===== config.mk =====
export PLATFORM = sky130hd
export DESIGN_NAME = fifo_rd_stream
export DESIGN_NICKNAME = d
export VERILOG_FILES = /design/src/rtl/fifo_rd_stream.sv
export SDC_FILE = /design/constraint.sdc
export NUM_CORES = 1
export LEC_CHECK = 0
export CAP_MARGIN = 25
export CORE_ASPECT_RATIO = 1.2
export CORE_MARGIN = 2
export CORE_UTILIZATION = 45
export CTS_CLUSTER_SIZE = 28
export DETAILED_ROUTE_END_ITERATION = 8
export PLACE_DENSITY = 0.72
export SLEW_MARGIN = 20
export SYNTH_ARGS = -nofsm -noshare
export SYNTH_HDL_FRONTEND = slang
export SYNTH_SLANG_ARGS = --single-unit

===== constraint.sdc =====
create_clock -name clk -period 2.9 [get_ports clk]
set_clock_uncertainty 0.2 [all_clocks]
set_input_delay 0.29 -clock clk [delete_from_list [all_inputs] [get_ports clk]]
set_output_delay 0.29 -clock clk [all_outputs]
set_load 0.1 [all_outputs]

===== src/rtl/fifo_rd_stream.sv =====
// Pulls words from a syn_fifo-style FIFO (1-cycle read latency) into a 2-entry
// skid buffer and presents them as a valid/ready stream with packet framing.
module fifo_rd_stream #(
  parameter int DATA_WIDTH = 8,
  parameter int PKT_LEN    = 16
) (
  input  logic                  clk,
  input  logic                  rst,
  input  logic                  en,
  input  logic                  empty,
  output logic                  read_en,
  input  logic [DATA_WIDTH-1:0] fifo_data,
  output logic                  out_valid,
  input  logic                  out_ready,
  output logic [DATA_WIDTH-1:0] out_data,
  output logic                  out_last,
  output logic [15:0]           word_count
);
  localparam logic [15:0] LAST_IDX = 16'(PKT_LEN - 1);

  logic [1:0]            occ;
  logic                  inf;
  logic                  run;
  logic [DATA_WIDTH-1:0] ent0, ent1;
  logic [15:0]           pkt_idx;
  logic                  xfer;
  logic [2:0]            committed;

  assign out_valid = (occ != 2'd0);
  assign out_data  = ent0;
  assign out_last  = out_valid && (pkt_idx == LAST_IDX);
  assign xfer      = out_valid && out_ready;

  // Slots still owed after this cycle; a read is allowed only if one remains free.
  assign committed = {1'b0, occ} + {2'b00, inf} - {2'b00, xfer};
  assign read_en   = rst && run && en && !empty && (committed < 3'd2);

  always_ff @(posedge clk or negedge rst) begin
    if (!rst) begin
      run        <= 1'b0;
      inf        <= 1'b0;
      occ        <= 2'd0;
      ent0       <= '0;
      ent1       <= '0;
      pkt_idx    <= 16'd0;
      word_count <= 16'd0;
    end else begin
      run <= 1'b1;
      inf <= read_en;
      case ({inf, xfer})
        2'b10: begin
          if (occ == 2'd0) ent0 <= fifo_data;
          else             ent1 <= fifo_data;
          occ <= occ + 2'd1;
        end
        2'b01: begin
          ent0 <= ent1;
          occ  <= occ - 2'd1;
        end
        2'b11: begin
          // Capture lands behind whatever remains after the head leaves.
          if (occ == 2'd1) ent0 <= fifo_data;
          else begin
            ent0 <= ent1;
            ent1 <= fifo_data;
          end
        end
        default: ;
      endcase
      if (xfer) begin
        word_count <= word_count + 16'd1;
        pkt_idx    <= (pkt_idx == LAST_IDX) ? 16'd0 : pkt_idx + 16'd1;
      end
    end
  end
endmodule


==> flow_summary.json, run 1 <==
{
  "status": "completed",
  "ant_nets": 0,
  "pin_count": 40,
  "synth.yosys.seq_area_share_pct": 54.39,
  "regToRegEndpoint": "inf$_DFF_PN0_",
  "core.rowCount": 29,
  "crit_required_ps": 2410,
  "cp.arrival_ps": 2400,
  "yosysUniqueCellTypes": 31,
  "worst-path-buf-inv": 3,
  "leakagePower_nw": 1.407,
  "ff2ff_setup_slack_ps": 710,
  "fmax_mhz": 346.4,
  "num_vias": 1665,
  "die_area_um2": 5918,
  "min_period_ps": 2887,
  "dp_slack_ps": -20.90,
  "setup_ws_ps": 13.05,
  "worstSetupPathDepth": 10,
  "mappedNetlistArea_um2": 2392,
  "path_cells": "inv_2 > ha_4 > nor2b_4 > inv_2 > ha_4 > nand2b_4 > fa_2 > nand2_2 > nor3_4 > buf_12",
  "cts_tree": "yes",
  "avgViaCountPerCell": 5.061,
  "cpMaxStageDelayCell": "fa_2",
  "cp-start-kind": "flop",
  "grt_max_degree": 53,
  "area_delta_synth_final_pct": 26.78,
  "nFillCells": 451,
  "yosysWarningCount": 0,
  "end_kind": "output pin",
  "grt_remaining_overflow": 0,
  "cts.htree.levels": 2,
  "gr-usage-all-layers_pct": 15.78,
  "clockBufferDepth": 2,
  "ys_seq_elements": 52,
  "drtPass1Iterations": 4,
  "p_per_area_nw_per_um2": 1066,
  "die_h_um": 83.87,
  "io_buffers": 39,
  "slew_headroom_pct": 57.42,
  "synth.area.top_cells": "dfrtp_1, xnor2_1, nand2_1, mux2_2, mux2i_1",
  "grt_antenna_before_repair": 0,
  "setup_viol": 0,
  "postRouteWirelength_um": 4333,
  "crit_end": "read_en",
  "hpwl_um": 3097,
  "cts_buffers": 5,
  "hold_viol_final": 0,
  "initialDrtViolationCount": 71,
  "hold_path.class": "flop to flop",
  "clk_pin_slew_ps": 90,
  "antennaDiodeCount": 0,
  "grt_pass1_vias": 1687,
  "clock-root-buffer": "clkbuf_8",
  "cts_sinks": 52,
  "post_drt_wl_per_cell_um": 13.17,
  "place_congestion": 0.7850,
  "core_um2": 5225,
  "slowest_delay_ps": 540,
  "yosysTopAreaCellShare_pct": 54.39,
  "die_w_um": 70.56,
  "start_util_pct": 45.79,
  "timing.rr.start": "occ[1]$_DFFE_PN0N_",
  "peakVddDrop_mv": 0.9285,
  "maxSlewViolCount": 0,
  "reg2reg_depth": 9,
  "worstMarginPinSlew_ps": 638.6,
  "dp_cells": 319,
  "finalCritPeriodShare_pct": 99.55,
  "clock_latency_ps": 300,
  "worstSetupPathType": "flop to output pin",
  "critPathMaxFanout": 2,
  "whs_ps": 272.5,
  "cpLargestDelayFamily": "adder cells",
  "final_nets": 285,
  "cp-startpoint": "occ[1]$_DFFE_PN0N_",
  "synth_fp_nets": 233,
  "postSynthAreaPerCell_um2": 11.18,
  "layout-drive-gt1-share_pct": 26.97,
  "rsz0062_at_grt": "yes",
  "finalNonFillerCells": 329,
  "yosysTopAreaCell": "dfrtp_1",
  "max_cap_viol_count": 0,
  "drcViolationCount": 0,
  "grt_pass1_wl_um": 7514,
  "synthCells": 214
}
## worst min-delay path by stage
stage,depth (start not counted),start,endpoint
2_1_floorplan,0,rst,ent1[0]$_DFFE_PN0P_
3_3_place_gp,2,out_data[5]$_DFFE_PN0P_,out_data[5]$_DFFE_PN0P_
3_5_place_dp,1,word_count[15]$_DFFE_PN0P_,word_count[15]$_DFFE_PN0P_
4_1_cts,1,word_count[15]$_DFFE_PN0P_,word_count[15]$_DFFE_PN0P_
5_1_grt,1,pkt_idx[15]$_DFFE_PN0P_,pkt_idx[15]$_DFFE_PN0P_
6_report,1,word_count[15]$_DFFE_PN0P_,word_count[15]$_DFFE_PN0P_
## layout by cell type, fill, tap and decap left out, drive strengths merged, types with 2 or more instances in the layout
| cell | instances |
|---|---|
| nand2b | 2 |
| o21ai | 14 |
| xor2 | 8 |
| ha | 5 |
| dfrtp | 52 |
| clkdlybuf4s50 | 11 |
| xnor2 | 22 |
| nor4 | 4 |
| clkbuf | 6 |
| nand4 | 6 |
| mux2 | 8 |
| and3 | 6 |
| nand2 | 37 |
| nor2 | 6 |
| nor3 | 5 |
| a21oi | 2 |
| or2 | 3 |
| nand3 | 10 |
| buf | 36 |
| mux2i | 8 |
| inv | 4 |
| or3 | 2 |
## cell usage after synthesis (all sizes together)
master,count
xnor2,22
o211ai,1
a21oi,2
conb,1
nor4b,1
nor4,4
mux2,8
fa,1
or3,2
nor2b,1
nand4b,1
buf,3
o21ai,14
nand2b,2
nor2,6
nand4,6
nand2,37
or2,3
nor3,5
inv,4
xor2,8
ha,5
and3,6
mux2i,8
nand3b,1
dfrtp,52
nand3,10
## kinds of logic after synthesis
kind of cell / count (synthesis) / share of synthesized area [%]
compound gates: 17 / 4.289
xor+xnor: 30 / 10.98
fa+ha+maj: 6 / 3.452
buf+inv: 7 / 1.255
flops: 52 / 54.39
mux: 16 / 7.113
other cells: 1 / 0.1568
simple gates: 85 / 18.36
## flip-flops by register name (all words and copies together) (netlist names)
name        count
run             1
pkt_idx        16
out_data        8
word_count     16
occ             2
ent1            8
inf             1
## through the flow
step                      cell area [µm²]  power [mW]  setup TNS [ps]  util [%]
after floorplan                      2451       2.377          -784.4         -
after global placement               2890       2.714               0     55.32
after detailed placement             2890       2.748          -20.90     55.32
after CTS                            3033       3.279          -8.352     58.05
after global routing                 3033       3.423          -79.17     58.05
final                                3033       3.235               0     58.05
## timing repair
item	CTS	global route
resized for setup	5	0
hold endpoints to repair	52	0
endpoints found under the setup margin	1	1
gates cloned	0	0
hold buffers	1	0
setup buffers	1	0
pin swaps	2	0
## cell type report
class | instances | area [µm²] | share of cell area (%)
well taps | 62 | 77.57 | 2.558
multi-input cells | 155 | 1131 | 37.29
clock inverters | 2 | 35.03 | 1.155
flip-flops and latches | 52 | 1301 | 42.90
inverters | 4 | 15.01 | 0.4950
repair buffers | 48 | 400.4 | 13.20
clock buffers | 6 | 72.57 | 2.393
## power by group
| group | internal [mW] | total, mW | switching [mW] |
|---|---|---|---|
| Clock | 0.256 | 0.482 | 0.226 |
| Combinational | 0.494 | 1.62 | 1.13 |
| Sequential | 0.935 | 1.13 | 0.195 |
## routing by layer
layer	up-vias	part of all wire (%)	global-route usage, %
met5	-	0	0
met1	796	47	20.86
li1	833	-	-
met3	6	3.9	3.623
met2	30	48	25.47
met4	0	1.4	5.660
Power figures use the tool's default switching activity.
==> run 2, diff against run 1 <==
==> constraint.sdc (replaced) <==
create_clock -name clk -period 2.9 [get_ports clk]
set_clock_uncertainty 0.2 [all_clocks]
set_input_delay 0.58 -clock clk [delete_from_list [all_inputs] [get_ports clk]]
set_output_delay 0.58 -clock clk [all_outputs]
set_load 0.1 [all_outputs]
==> flow_summary.json, run 2 (synthesis results as in run 1) <==
{
  "hpwl_um": 3182,
  "final_common_cell": "dfrtp_1",
  "regToRegEndpoint": "inf$_DFF_PN0_",
  "placed_cell_area_um2": 2940,
  "grt_remaining_overflow": 0,
  "timing.rr.start": "occ[1]$_DFFE_PN0N_",
  "cpMaxStageDelayCell": "fa_2",
  "crit_required_ps": 2120,
  "layout-drive-gt1-share_pct": 28.78,
  "clock-root-buffer": "clkbuf_8",
  "end_kind": "output pin",
  "ff2ff_setup_slack_ps": 700,
  "cp.arrival_ps": 2420,
  "cp-startpoint": "occ[1]$_DFFE_PN0N_",
  "peakVddDrop_mv": 0.8839,
  "final_cell_area_um2": 3085,
  "path_cells": "inv_2 > ha_4 > nor2b_4 > inv_2 > ha_4 > nand2b_4 > fa_2 > nand2_2 > nor3_4 > buf_12",
  "finalSetupTns_ps": -300.6,
  "start_util_pct": 45.79,
  "reg2reg_depth": 9,
  "worstMarginPinSlew_ps": 653.6,
  "clockBufferDepth": 2,
  "clock_latency_ps": 310,
  "global_route.usage.met1_pct": 21.30,
  "avgViaCountPerCell": 5.054,
  "core_um2": 5225,
  "status": "finished with violations",
  "crit_end": "read_en",
  "gr-usage-all-layers_pct": 15.98,
  "core.rowCount": 29,
  "grt_antenna_before_repair": 0,
  "num_vias": 1683,
  "grt_max_degree": 53,
  "rsz0062_at_grt": "yes",
  "worstSetupPathDepth": 10,
  "max_cap_viol_count": 0,
  "finalPower_mw": 3.302,
  "cts.htree.levels": 2,
  "ant_nets": 0,
  "hold_viol_final": 0,
  "drtPass1Iterations": 6,
  "cts_buffers": 5,
  "violations": "negative setup slack",
  "grtUsageMet3_pct": 3.623,
  "fmax_mhz": 312.4,
  "initialDrtViolationCount": 48,
  "top_regs": "pkt_idx (16), word_count (16)",
  "min_period_ps": 3201,
  "grt_use_met2_pct": 25.64,
  "critPathMaxFanout": 2,
  "leakagePower_nw": 1.438,
  "grt_pass1_vias": 1631,
  "cts_sinks": 52,
  "worst-path-buf-inv": 3,
  "io_buffers": 39,
  "drcViolationCount": 0,
  "finalNonFillerCells": 333,
  "grt-busiest-layer": "met2",
  "grt_pass1_wl_um": 7452,
  "cpLargestDelayFamily": "adder cells",
  "final_cell_mix": "dfrtp_1, buf_4, nand2_1",
  "setup_viol": 1,
  "p_per_area_nw_per_um2": 1070,
  "antennaDiodeCount": 0,
  "cts-hold-fix-buffers": 0,
  "die_h_um": 83.87,
  "maxSlewViolCount": 0,
  "cp-start-kind": "flop",
  "final_nets": 289,
  "hold_path.class": "primary input to asynchronous set/reset pin",
  "finalCritPeriodShare_pct": 110.4,
  "whs_ps": 222.3,
  "clk_pin_slew_ps": 90,
  "post_drt_wl_per_cell_um": 13.22,
  "cts_tree": "yes",
  "slew_headroom_pct": 56.43,
  "area_delta_synth_final_pct": 28.97,
  "pin_count": 40,
  "place_congestion": 0.7935,
  "dp_cells": 324,
  "postRouteWirelength_um": 4403,
  "slowest_delay_ps": 540,
  "die_area_um2": 5918,
  "die_w_um": 70.56,
  "worstSetupPathType": "flop to output pin",
  "setup_ws_ps": -300.6
}
run 2: changes by cell type in the layout (fill, tap and decap cells not counted):
cell / previous run / this run
buf_4: 34 / 38
buf_12: 1 / 2
clkbuf_1: 1 / 0
clkbuf_8: 5 / 6
clkdlybuf4s50_1: 11 / 10
clkinv_2: 1 / 0
clkinv_4: 0 / 1
dlygate4sd2_1: 0 / 1
dlygate4sd3_1: 1 / 0
run 2: through the flow:
stage | setup WS, ps | util (%)
floorplan | -637.3 | -
global placement | -565.5 | 56.27
detailed placement | -638.8 | 56.27
CTS | -331.1 | 59.05
global route | -401.5 | 59.05
finish | -300.6 | 59.05
run 2: how the worst min path moves through the flow:
stage | end
floorplan | ent1[0]$_DFFE_PN0P_
global placement | out_data[5]$_DFFE_PN0P_
detailed placement | word_count[15]$_DFFE_PN0P_
CTS | word_count[5]$_DFFE_PN0P_
global route | out_data[7]$_DFFE_PN0P_
finish | out_data[3]$_DFFE_PN0P_
run 2: repair_timing:
item                                    in CTS  in global routing
endpoints found under the setup margin       1                  1
gates resized for setup                      6                  0
buffers inserted                             1                  0
pin swaps                                    1                  0
run 2: worst reg2reg max path: stages (launching register included):
cell and delay, ps:
dfrtp_1 370, inv_2 60, ha_4 160, nor2b_4 110, inv_2 50, ha_4 210
nand2b_4 140, fa_2 540, nand2_2 70, nor3_4 180
run 2: area by class of cell:
class                           instances  area [µm²]
Sequential cell                        52        1301
Inverter                                4       15.01
Multi-Input combinational cell        155        1131
Tap cell                               62       77.57
Timing Repair Buffer                   52       439.2
Clock buffer                            6       82.58
Fill cell                             455        2140
Clock inverter                          2       38.79
run 2: where the power goes:
group	internal, mW	switching [mW]
combinational	0.514	1.14
clock	0.282	0.238
sequential	0.935	0.196
run 2: metal layers:
layer  wire length [µm]  part of all wire, %
met4                 76                  1.7
met1               2041                   46
met5                  0                    0
met3                186                  4.2
met2               2099                   48
